## config.mk

```make
export PLATFORM = sky130hd
export DESIGN_NAME = dma_host_sequencer
export DESIGN_NICKNAME = d
export VERILOG_FILES = /design/src/rtl/dma_host_sequencer.sv
export SDC_FILE = /design/constraint.sdc
export NUM_CORES = 1
export LEC_CHECK = 0
export CORE_MARGIN = 5
export CORE_UTILIZATION = 46
export CTS_BUF_LIST = sky130_fd_sc_hd__clkbuf_4 sky130_fd_sc_hd__clkbuf_8 sky130_fd_sc_hd__clkbuf_16
export DETAILED_ROUTE_END_ITERATION = 16
export HOLD_SLACK_MARGIN = 0.03
export MAX_ROUTING_LAYER = met4
export PLACE_DENSITY = 0.78
export SLEW_MARGIN = 20
export SYNTH_ARGS = -nofsm -noshare
export SYNTH_HDL_FRONTEND = slang
export SYNTH_SLANG_ARGS = --single-unit
export TNS_END_PERCENT = 20
```

## constraint.sdc

```tcl
create_clock -name clk -period 1.8 [get_ports clk]
set_input_delay 0.36 -clock clk [delete_from_list [all_inputs] [get_ports clk]]
set_output_delay 0.36 -clock clk [all_outputs]
set_load 0.02 [all_outputs]
```

## src/rtl/dma_host_sequencer.sv

```systemverilog
// Host-side sequencer for the DMA controller: issues inicio, loads the three
// counters, fires load, then supervises INT/ACK with timeouts.
module dma_host_sequencer #(
    parameter int unsigned ADDR_W  = 8,
    parameter int unsigned CNT_W   = 8,
    parameter int unsigned TIMEOUT = 1023
) (
    input  logic              clk,
    input  logic              rst,
    input  logic              req_valid,
    output logic              req_ready,
    input  logic [ADDR_W-1:0] req_src,
    input  logic [ADDR_W-1:0] req_dst,
    input  logic [CNT_W-1:0]  req_len,
    output logic              inicio,
    output logic [ADDR_W-1:0] cfg_data,
    output logic [2:0]        cfg_wr,
    output logic              load,
    input  logic              int_i,
    input  logic              ack_i,
    output logic              busy,
    output logic              done_pulse,
    output logic              err_timeout
);

    localparam int unsigned TMR_W = CNT_W + 3;

    typedef enum logic [3:0] {
        S_IDLE,
        S_START,
        S_CFG_SRC,
        S_CFG_DST,
        S_CFG_LEN,
        S_WAIT_INT,
        S_GO,
        S_WAIT_ACK,
        S_FIN,
        S_ERR
    } state_t;

    state_t             state, state_nxt;
    logic [ADDR_W-1:0]  src_q, dst_q;
    logic [CNT_W-1:0]   len_q;
    logic [TMR_W-1:0]   timer_q;

    always_ff @(posedge clk) begin
        if (!rst) begin
            state   <= S_IDLE;
            src_q   <= '0;
            dst_q   <= '0;
            len_q   <= '0;
            timer_q <= '0;
        end else begin
            state <= state_nxt;
            case (state)
                S_IDLE: begin
                    if (req_valid) begin
                        src_q <= req_src;
                        dst_q <= req_dst;
                        len_q <= req_len;
                    end
                end
                S_CFG_LEN: timer_q <= TMR_W'(TIMEOUT);
                S_WAIT_INT: begin
                    if (!int_i && timer_q != '0)
                        timer_q <= timer_q - TMR_W'(1);
                end
                // DMA needs 4 cycles per byte on top of the base budget
                S_GO: timer_q <= ({3'b000, len_q} << 2) + TMR_W'(TIMEOUT);
                S_WAIT_ACK: begin
                    if (!ack_i && timer_q != '0)
                        timer_q <= timer_q - TMR_W'(1);
                end
                default: ;
            endcase
        end
    end

    always_comb begin
        state_nxt   = state;
        req_ready   = 1'b0;
        busy        = 1'b1;
        inicio      = 1'b0;
        load        = 1'b0;
        done_pulse  = 1'b0;
        err_timeout = 1'b0;
        cfg_wr      = '0;
        cfg_data    = '0;
        case (state)
            S_IDLE: begin
                req_ready = 1'b1;
                busy      = 1'b0;
                if (req_valid)
                    state_nxt = (req_len == '0) ? S_FIN : S_START;
            end
            S_START: begin
                inicio    = 1'b1;
                state_nxt = S_CFG_SRC;
            end
            S_CFG_SRC: begin
                cfg_wr    = 3'b001;
                cfg_data  = src_q;
                state_nxt = S_CFG_DST;
            end
            S_CFG_DST: begin
                cfg_wr    = 3'b010;
                cfg_data  = dst_q;
                state_nxt = S_CFG_LEN;
            end
            S_CFG_LEN: begin
                cfg_wr    = 3'b100;
                cfg_data  = ADDR_W'(len_q);
                state_nxt = S_WAIT_INT;
            end
            // success is checked first so a response on the expiry cycle wins
            S_WAIT_INT: begin
                if (int_i)
                    state_nxt = S_GO;
                else if (timer_q == '0)
                    state_nxt = S_ERR;
            end
            S_GO: begin
                load      = 1'b1;
                state_nxt = S_WAIT_ACK;
            end
            S_WAIT_ACK: begin
                if (ack_i)
                    state_nxt = S_FIN;
                else if (timer_q == '0)
                    state_nxt = S_ERR;
            end
            S_FIN: begin
                done_pulse = 1'b1;
                state_nxt  = S_IDLE;
            end
            S_ERR: begin
                err_timeout = 1'b1;
                state_nxt   = S_IDLE;
            end
            default: state_nxt = S_IDLE;
        endcase
    end

endmodule

```

; ---- Word-level counts from Yosys, hierarchy flattened
; Cells that the tools add are included.
; Widths: inputs -> output; s select.
[totals]
elab_cells = 47
input_bits = 29
regBits = 39
output_inout_bits = 17
[op_classes]
add_sub_neg = 2
mux = 17
eq_ne = 12
reduce_logical = 11
[ops]
columns = operator, n
row1 = $pmux 11 s4, 1
row2 = $pmux 4 s8, 1
row3 = $pmux 8 s3, 1
row4 = $mux 11, 2
row5 = $mux 4, 5
row6 = $eq 4x3->1 const B, 4
row7 = $add 10x10->11 const B, 1
row8 = $logic_not 11->1, 1
row9 = $reduce_bool 11->1, 1
row10 = $sub 11x1->11 const B, 1
row11 = $pmux 3 s3, 1
row12 = $eq 4x2->1 const B, 2
row13 = $eq 4x4->1 const B, 2
row14 = $logic_not 8->1, 1
row15 = $mux 1, 6
row16 = $ne 2x2->1 const B, 3
row17 = $eq 4x1->1 const B, 1
row18 = $logic_not 4->1, 1
row19 = $reduce_bool 4->1, 1
row20 = $reduce_and 3->1, 1
row21 = $logic_and 1x1->1, 2
row22 = $logic_not 1->1, 2
row23 = $reduce_and 2->1, 1

; ---- Logic depth before layout (Yosys ltp)
; Gate-level depths: netlist of run 1.
[logic_depth]
ltp_word = 4
ltp_mapped = 8
depth_no_buf = 6

; ---- Worst setup path before layout of run 1
; OpenSTA, ideal clock, no wires.
[synth_path]
path_type = flip-flop to output port
from = register state[0]
to = output cfg_data[0]
path_buffers = 2
t_arrival_ns = 1.926
t_required_ns = 1.440
slack_ns = -0.486
path_stages_with_launch = 6
path_cell_list = dfxtp_1 > buf_2 > buf_1 > nor3_1 > a222oi_1 > inv_1
[synth_between]
elab_chain_len = 2
word_cells_on_any_way = 4
classes_between = eq/ne (3) / mux (1)
[synth_rtl]
columns = element, line
row1 = start: declaration, 41  ; state_t state, state_nxt;
row2 = start signal: assignment, 54  ; state <= state_nxt;
row3 = $eq 4x3->1 / $eq 4x2->1 (equally long branches), 89  ; case (state)
row4 = $pmux 8 s3 *, 89
row5 = end: declaration, 16  ; output logic [ADDR_W-1:0] cfg_data,
; Every way passes the cells marked *; elsewhere a longest branch is shown, timed or not.

; ---- Worst setup path after layout of run 1
[layout_path]
from = register state[2]
to = output cfg_data[1]
; Same word-level chain as after synthesis.

==> out/qor.txt, run 1 <==
CTS buffer count: 5
Syn_area_per_cell: 7.725 sq um
Syn Nets: 313
DRC marker count from the first detailed-route iteration: 171
CTS tree: yes
Area of the core: 4661 sq um
Half-perimeter wire length after placement: 4740 um
Crit path buf inv count: 3
Met2 routed WL: 3534 um
Pwr/cell area: 729.9 nW/um^2
Wire per inst: 16.26 um
Finished layout cell area: 3271 sq um
DRC: 0
Slowest stage delay, CP: 0.37 ns
Die area: 6212 sq um
Vias in the first global route: 2300
Cell Area, Synth: 2178 sq um
Placed cell areas: 3025 sq um
Seq/Total Area, Yosys: 35.84%
Distinct cells, synth: 57
Pin count of the biggest net entering global routing: 25
Layout overhead on the synthesized area: 50.14%
Reg2reg setup slack: -0.05 ns
Layout Skew: 0.007690 ns
Hold Crit Class: reg -> reg
Antenna violations before repair: 0
Crit-path cells: nand2b_4 > nor3_4 > buf_6 > a222oi_1 > inv_1 > buf_6
DR pass1 iterations: 5
Mapped Cells: 282
Crit Path Category: reg -> out
Vias per std cell: 5.907
First-pass GRT wire length: 10530 um
Failing checks: setup timing
Die Y: 78.82 um
Final setup viols: 21
Synthesized flop and latch total: 39
Max_cap viols: 0
# port buffers: 45
Worst vdd ir: 552.8 uV
GRT Total Usage: 21.65%
Finished Core Util: 70.17%
Startpoint Class: register
Critical Path End: cfg_data[1]
Antenna cells: 0
Fin Setup TNS: -1.067 ns
Max layer used: met4
Fin nets: 395
Clk sink count: 39
Slowest cell on crit path: dfxtp_2
Vias: 2475
Cell depth of the worst setup path: 6
I/O Pins: 46
Most used DFF post-synth: dfxtp_1
Post-Route WL: 6811 um
Met3 WL post-DR: 367 um
Yosys warnings: 0
CP most frequent cell: buf_6
Crit share post-route: 108.0%
Hold_buf cts: 0
Fillers: 358
Max Clk Rate: 514.3 MHz
Reg2reg path depth: 6
Arr. time, crit path: 1.58 ns
Clock root buffer: clkbuf_8
Unrepaired setup endpoints after global routing: true
Rows: 25
Worst-path clk slew: 0.09 ns
DRT met1 WL: 2841 um
Fin crit period: 1.945 ns
Max Slew Vio Count: 0
Grt total ovfl: 0
Origin of the critical flop-to-flop path: timer_q[0]$_SDFFE_PN0P_
Htree depth: 2
Die width: 78.82 um
Static Leakage: 1.379 nW
Status: finished with violations
Final Hold Viols: 0
Clock Latency Late Sink: 0.30 ns
EDFF count, synth: 0
Crit. Startpoint: state[2]$_SDFFE_PN0P_
Rel. slew slack: 73.82%
GPL Wtd Cong: 0.9325
Critical path's top delay family: flip-flops
Worst Tran Pin Value: 0.3918 ns
CP max FO: 4
Critical Path End Type: primary output
Post-synth ARST share: 0%
CP required: 1.44 ns
Clk buf depth: 2
Min Hold Slack: 0.4594 ns
Starting Density: 46.74%
Final worst setup slack: -0.1446 ns
Routed Antenna Nets: 0
Share of layout cells above drive strength 1: 32.33%
Worst R2R End: state[1]$_SDFFE_PN0P_
-- per-stage QoR --
stage	total power (W)	instances	setup slack [ns]
finish	0.002387	419	-0.1446
detailed placement	0.001700	409	-0.2942
CTS	0.002339	418	-0.1190
global placement	0.001684	409	-0.2302
floorplan	0.001375	282	-0.1028
global route	0.002485	419	-0.1987
-- what timing repair did --
item                                    in CTS  in global routing
resized for setup                           95                 32
endpoints found under the setup margin      55                 50
gates cloned                                 0                  1
buffers inserted                             2                  0
pin swaps                                   11                  7
hold endpoints to repair                     0                  0
-- cell families after synthesis --
logic type	synth area share, %
buffers and inverters	7.236
and+or+nand+nor	27.00
muxes	0.5169
xor gates and xnor gates	1.609
adders and majority gates	1.149
DFF	35.84
AOI/OAI and AO/OA	26.65
-- how the worst min path moves through the flow --
stage                          start                    end  slack, ns  cells past startpoint
5_1_grt        dst_q[3]$_SDFFE_PN0P_  dst_q[3]$_SDFFE_PN0P_       0.48                      2
4_1_cts        dst_q[3]$_SDFFE_PN0P_  dst_q[3]$_SDFFE_PN0P_       0.46                      2
3_5_place_dp   dst_q[3]$_SDFFE_PN0P_  dst_q[3]$_SDFFE_PN0P_       0.45                      2
2_1_floorplan  dst_q[4]$_SDFFE_PN0P_  dst_q[4]$_SDFFE_PN0P_       0.44                      2
3_3_place_gp   dst_q[1]$_SDFFE_PN0P_  dst_q[1]$_SDFFE_PN0P_       0.44                      2
6_report       dst_q[3]$_SDFFE_PN0P_  dst_q[3]$_SDFFE_PN0P_       0.46                      2
-- tightest hold or removal path, stage by stage, from the launching register on --
cell and delay (ns):
dfxtp_1 0.31, nand2_1 0.05, a21oi_1 0.05
-- cells in the final DEF, fill, tap and decap left out, types with 3 or more instances in the layout --
cell type	count
o31ai_1	4
inv_2	3
nor2_1	5
or3_1	4
or4_4	4
a311oi_1	3
dfxtp_1	35
clkbuf_8	5
nor4_1	6
clkdlybuf4s50_1	28
buf_2	8
o211a_1	3
nand3_1	3
a31oi_1	3
inv_1	13
a211oi_1	4
dfxtp_4	3
a222oi_1	8
a21oi_2	8
buf_6	10
xnor2_1	3
nand2_1	57
a21oi_1	29
o21ai_0	4
buf_4	46
-- layer usage --
| metal | global-route usage (%) | vias up |
|---|---|---|
| met3 | 3.968 | 9 |
| li1 | - | 1193 |
| met4 | 4.983 | 0 |
| met5 | - | - |
| met1 | 25.18 | 1182 |
| met2 | 38.88 | 91 |
-- layout make-up --
type	instances	area [sq um]	area share [%]
clock buffers	5	68.82	2.104
clock inverters	3	23.77	0.7269
inverters	17	63.81	1.951
multi-input cells	205	1413	43.19
flip-flops and latches	39	793.3	24.25
well taps	54	67.56	2.066
repair buffers	96	840.8	25.71
-- power breakdown --
group / switching, W / internal [W]
clock network: 0.000354 / 0.000277
registers: 0.0000629 / 0.000925
logic: 0.000385 / 0.000382
-- sequential cells by signal, indices dropped and copies added, names as in the netlist --
register / count
timer_q: 11
dst_q: 8
len_q: 8
src_q: 8
state: 4
-- cells in the mapped netlist, drive strengths merged, types with 3 or more instances --
| library cell | instances | area (sq um) |
|---|---|---|
| a211oi | 4 | 30.03 |
| a21oi | 38 | 190.2 |
| a222oi | 8 | 80.08 |
| a311oi | 4 | 35.03 |
| a31oi | 3 | 18.77 |
| buf | 9 | 48.79 |
| clkbuf | 12 | 45.04 |
| dfxtp | 39 | 780.8 |
| inv | 16 | 60.05 |
| nand2 | 57 | 214.0 |
| nand2b | 4 | 25.02 |
| nand3 | 3 | 15.01 |
| nor2 | 7 | 26.28 |
| nor3 | 5 | 25.02 |
| nor4 | 9 | 62.56 |
| o211a | 3 | 30.03 |
| o21ai | 6 | 30.03 |
| o31ai | 4 | 30.03 |
| or3 | 5 | 32.53 |
| or4 | 5 | 45.04 |
| xnor2 | 3 | 26.28 |
Note: power is estimated with default switching activity, not from simulation.
==> run 2: changes to the inputs <==
--- a/config.mk
+++ b/config.mk
@@ -5,13 +5,16 @@
 export SDC_FILE = /design/constraint.sdc
 export NUM_CORES = 1
 export LEC_CHECK = 0
+export CAP_MARGIN = 20
+export CELL_PAD_IN_SITES_DETAIL_PLACEMENT = 0
+export CELL_PAD_IN_SITES_GLOBAL_PLACEMENT = 2
 export CORE_MARGIN = 5
-export CORE_UTILIZATION = 46
+export CORE_UTILIZATION = 26
 export CTS_BUF_LIST = sky130_fd_sc_hd__clkbuf_4 sky130_fd_sc_hd__clkbuf_8 sky130_fd_sc_hd__clkbuf_16
 export DETAILED_ROUTE_END_ITERATION = 16
 export HOLD_SLACK_MARGIN = 0.03
 export MAX_ROUTING_LAYER = met4
-export PLACE_DENSITY = 0.78
+export PLACE_DENSITY = 0.77
 export SLEW_MARGIN = 20
 export SYNTH_ARGS = -nofsm -noshare
 export SYNTH_HDL_FRONTEND = slang
==> out/qor.txt, run 2 (synthesized netlist as in run 1, its figures left out) <==
Status: finished with violations
Failing checks: setup timing
Final Hold Viols: 0
Most frequent cells in the layout: nand2_1 (57), buf_4 (46), dfxtp_1 (32)
Wire per inst: 15.15 um
Max Clk Rate: 526.5 MHz
Pin count of the biggest net entering global routing: 25
Clk sink count: 39
Leading cell type in the layout, fill and taps excluded: nand2_1
Max_cap viols: 0
Fin nets: 402
Register area: 799.5 sq um
Layout Skew: 0.009225 ns
Final worst setup slack: -0.09924 ns
Layout overhead on the synthesized area: 57.78%
DR pass1 iterations: 4
Largest register FFs: 11
Vias: 2351
CTS tree: yes
Clock root buffer: clkbuf_8
Post-Route WL: 7213 um
Rows: 33
Pwr/cell area: 737.5 nW/um^2
GPL Wtd Cong: 0.8099
DRC marker count from the first detailed-route iteration: 93
Overall power: 0.002535 W
I/O Pins: 46
CP max FO: 6
GRT Total Usage: 14.65%
Worst vdd ir: 346.4 uV
Final setup viols: 11
Die area: 10310 sq um
First-pass GRT wire length: 11650 um
Die Y: 101.5 um
Fin crit period: 1.899 ns
Startpoint Class: register
Clock Latency Late Sink: 0.30 ns
Die width: 101.5 um
Biggest register: timer_q
Reg2reg path depth: 7
Routed Antenna Nets: 0
Clk buf depth: 2
Hold Crit Class: reg -> reg
Multi-input gate area: 1420 sq um
Worst-path clk slew: 0.08 ns
Hold_buf cts: 0
Rel. slew slack: 70.02%
Area of the core: 8175 sq um
Crit share post-route: 105.5%
Arr. time, crit path: 1.54 ns
Hold Path Depth: 2
Finished layout cell area: 3437 sq um
Max Slew Vio Count: 0
Antenna violations before repair: 0
Half-perimeter wire length after placement: 5190 um
Critical Path End Type: primary output
Antenna cells: 0
Vias in the first global route: 2350
Worst Tran Pin Value: 0.4456 ns
Htree depth: 2
Share of layout cells above drive strength 1: 34.77%
Fillers: 830
CTS buffer count: 5
Vias per std cell: 4.939
Placed cell areas: 3132 sq um
Grt total ovfl: 0
CP required: 1.44 ns
Starting Density: 26.65%
DRC: 0
Unrepaired setup endpoints after global routing: true
Crit Path Category: reg -> out
Static Leakage: 1.429 nW
# port buffers: 45
==> run 2: cell count changes in the layout (fill, tap and decap cells not counted), moves of 2 or more <==
cell and delta:
dfxtp_1 -3, a21oi_2 +3, buf_6 +8, a21oi_1 -3, dfxtp_2 +2, inv_2 -2
==> run 2: worst paths after layout <==
kind | end | slack, ns | from
min | dst_q[3]$_SDFFE_PN0P_ | 0.46 | dst_q[3]$_SDFFE_PN0P_
min reg2reg | dst_q[3]$_SDFFE_PN0P_ | 0.46 | dst_q[3]$_SDFFE_PN0P_
max | cfg_data[7] | -0.1 | state[2]$_SDFFE_PN0P_
max reg2reg | state[1]$_SDFFE_PN0P_ | -0.04 | timer_q[0]$_SDFFE_PN0P_
==> run 2: power breakdown <==
part / internal, W / leakage, nW / switching, W
registers: 0.000925 / 0.323 / 0.0000602
clock network: 0.000406 / 0.0502 / 0.000337
logic: 0.000412 / 1.06 / 0.000396
==> run 2: cell type report <==
class	instances	share of cell area, %
inverters	17	1.929
flip-flops and latches	39	23.26
repair buffers	103	26.57
multi-input cells	205	41.32
well taps	105	3.822
clock inverters	2	1.092
clock buffers	5	2.002
==> run 2: routing by layer <==
metal	wire (um)	part of all wire, %	vias up	GRT usage, %
met5	0	0	-	-
li1	-	-	1213	-
met1	3321	46	1086	18.76
met2	3582	50	48	23.79
met4	59	0.82	0	3.374
met3	249	3.5	4	2.961
==> run 2: repair_timing <==
| item | 4_1_cts | 5_1_grt |
|---|---|---|
| setup buffers | 3 | 7 |
| pin swaps | 8 | 7 |
| gates resized for setup | 91 | 46 |
| setup endpoints to repair | 29 | 53 |
==> run 2: metrics by stage <==
stage	TNS (ns)	instances	util [%]	hold slack (ns)	setup WS, ns
finish	-0.7240	476	42.04	0.4613	-0.09924
global route	-1.771	476	42.04	0.4734	-0.1966
CTS	-0.9226	472	40.37	0.4620	-0.1129
detailed placement	-4.594	464	38.31	0.4498	-0.2754
global placement	-4.285	464	38.31	0.4451	-0.2410
floorplan	-0.1495	282	-	0.4357	-0.1028
==> run 2: critical path: stages, from the launching register on <==
cell and delay [ns]:
dfxtp_4 0.38, nand2b_4 0.16, nor3_4 0.04, buf_6 0.12, a222oi_1 0.30, inv_1 0.11
buf_6 0.14
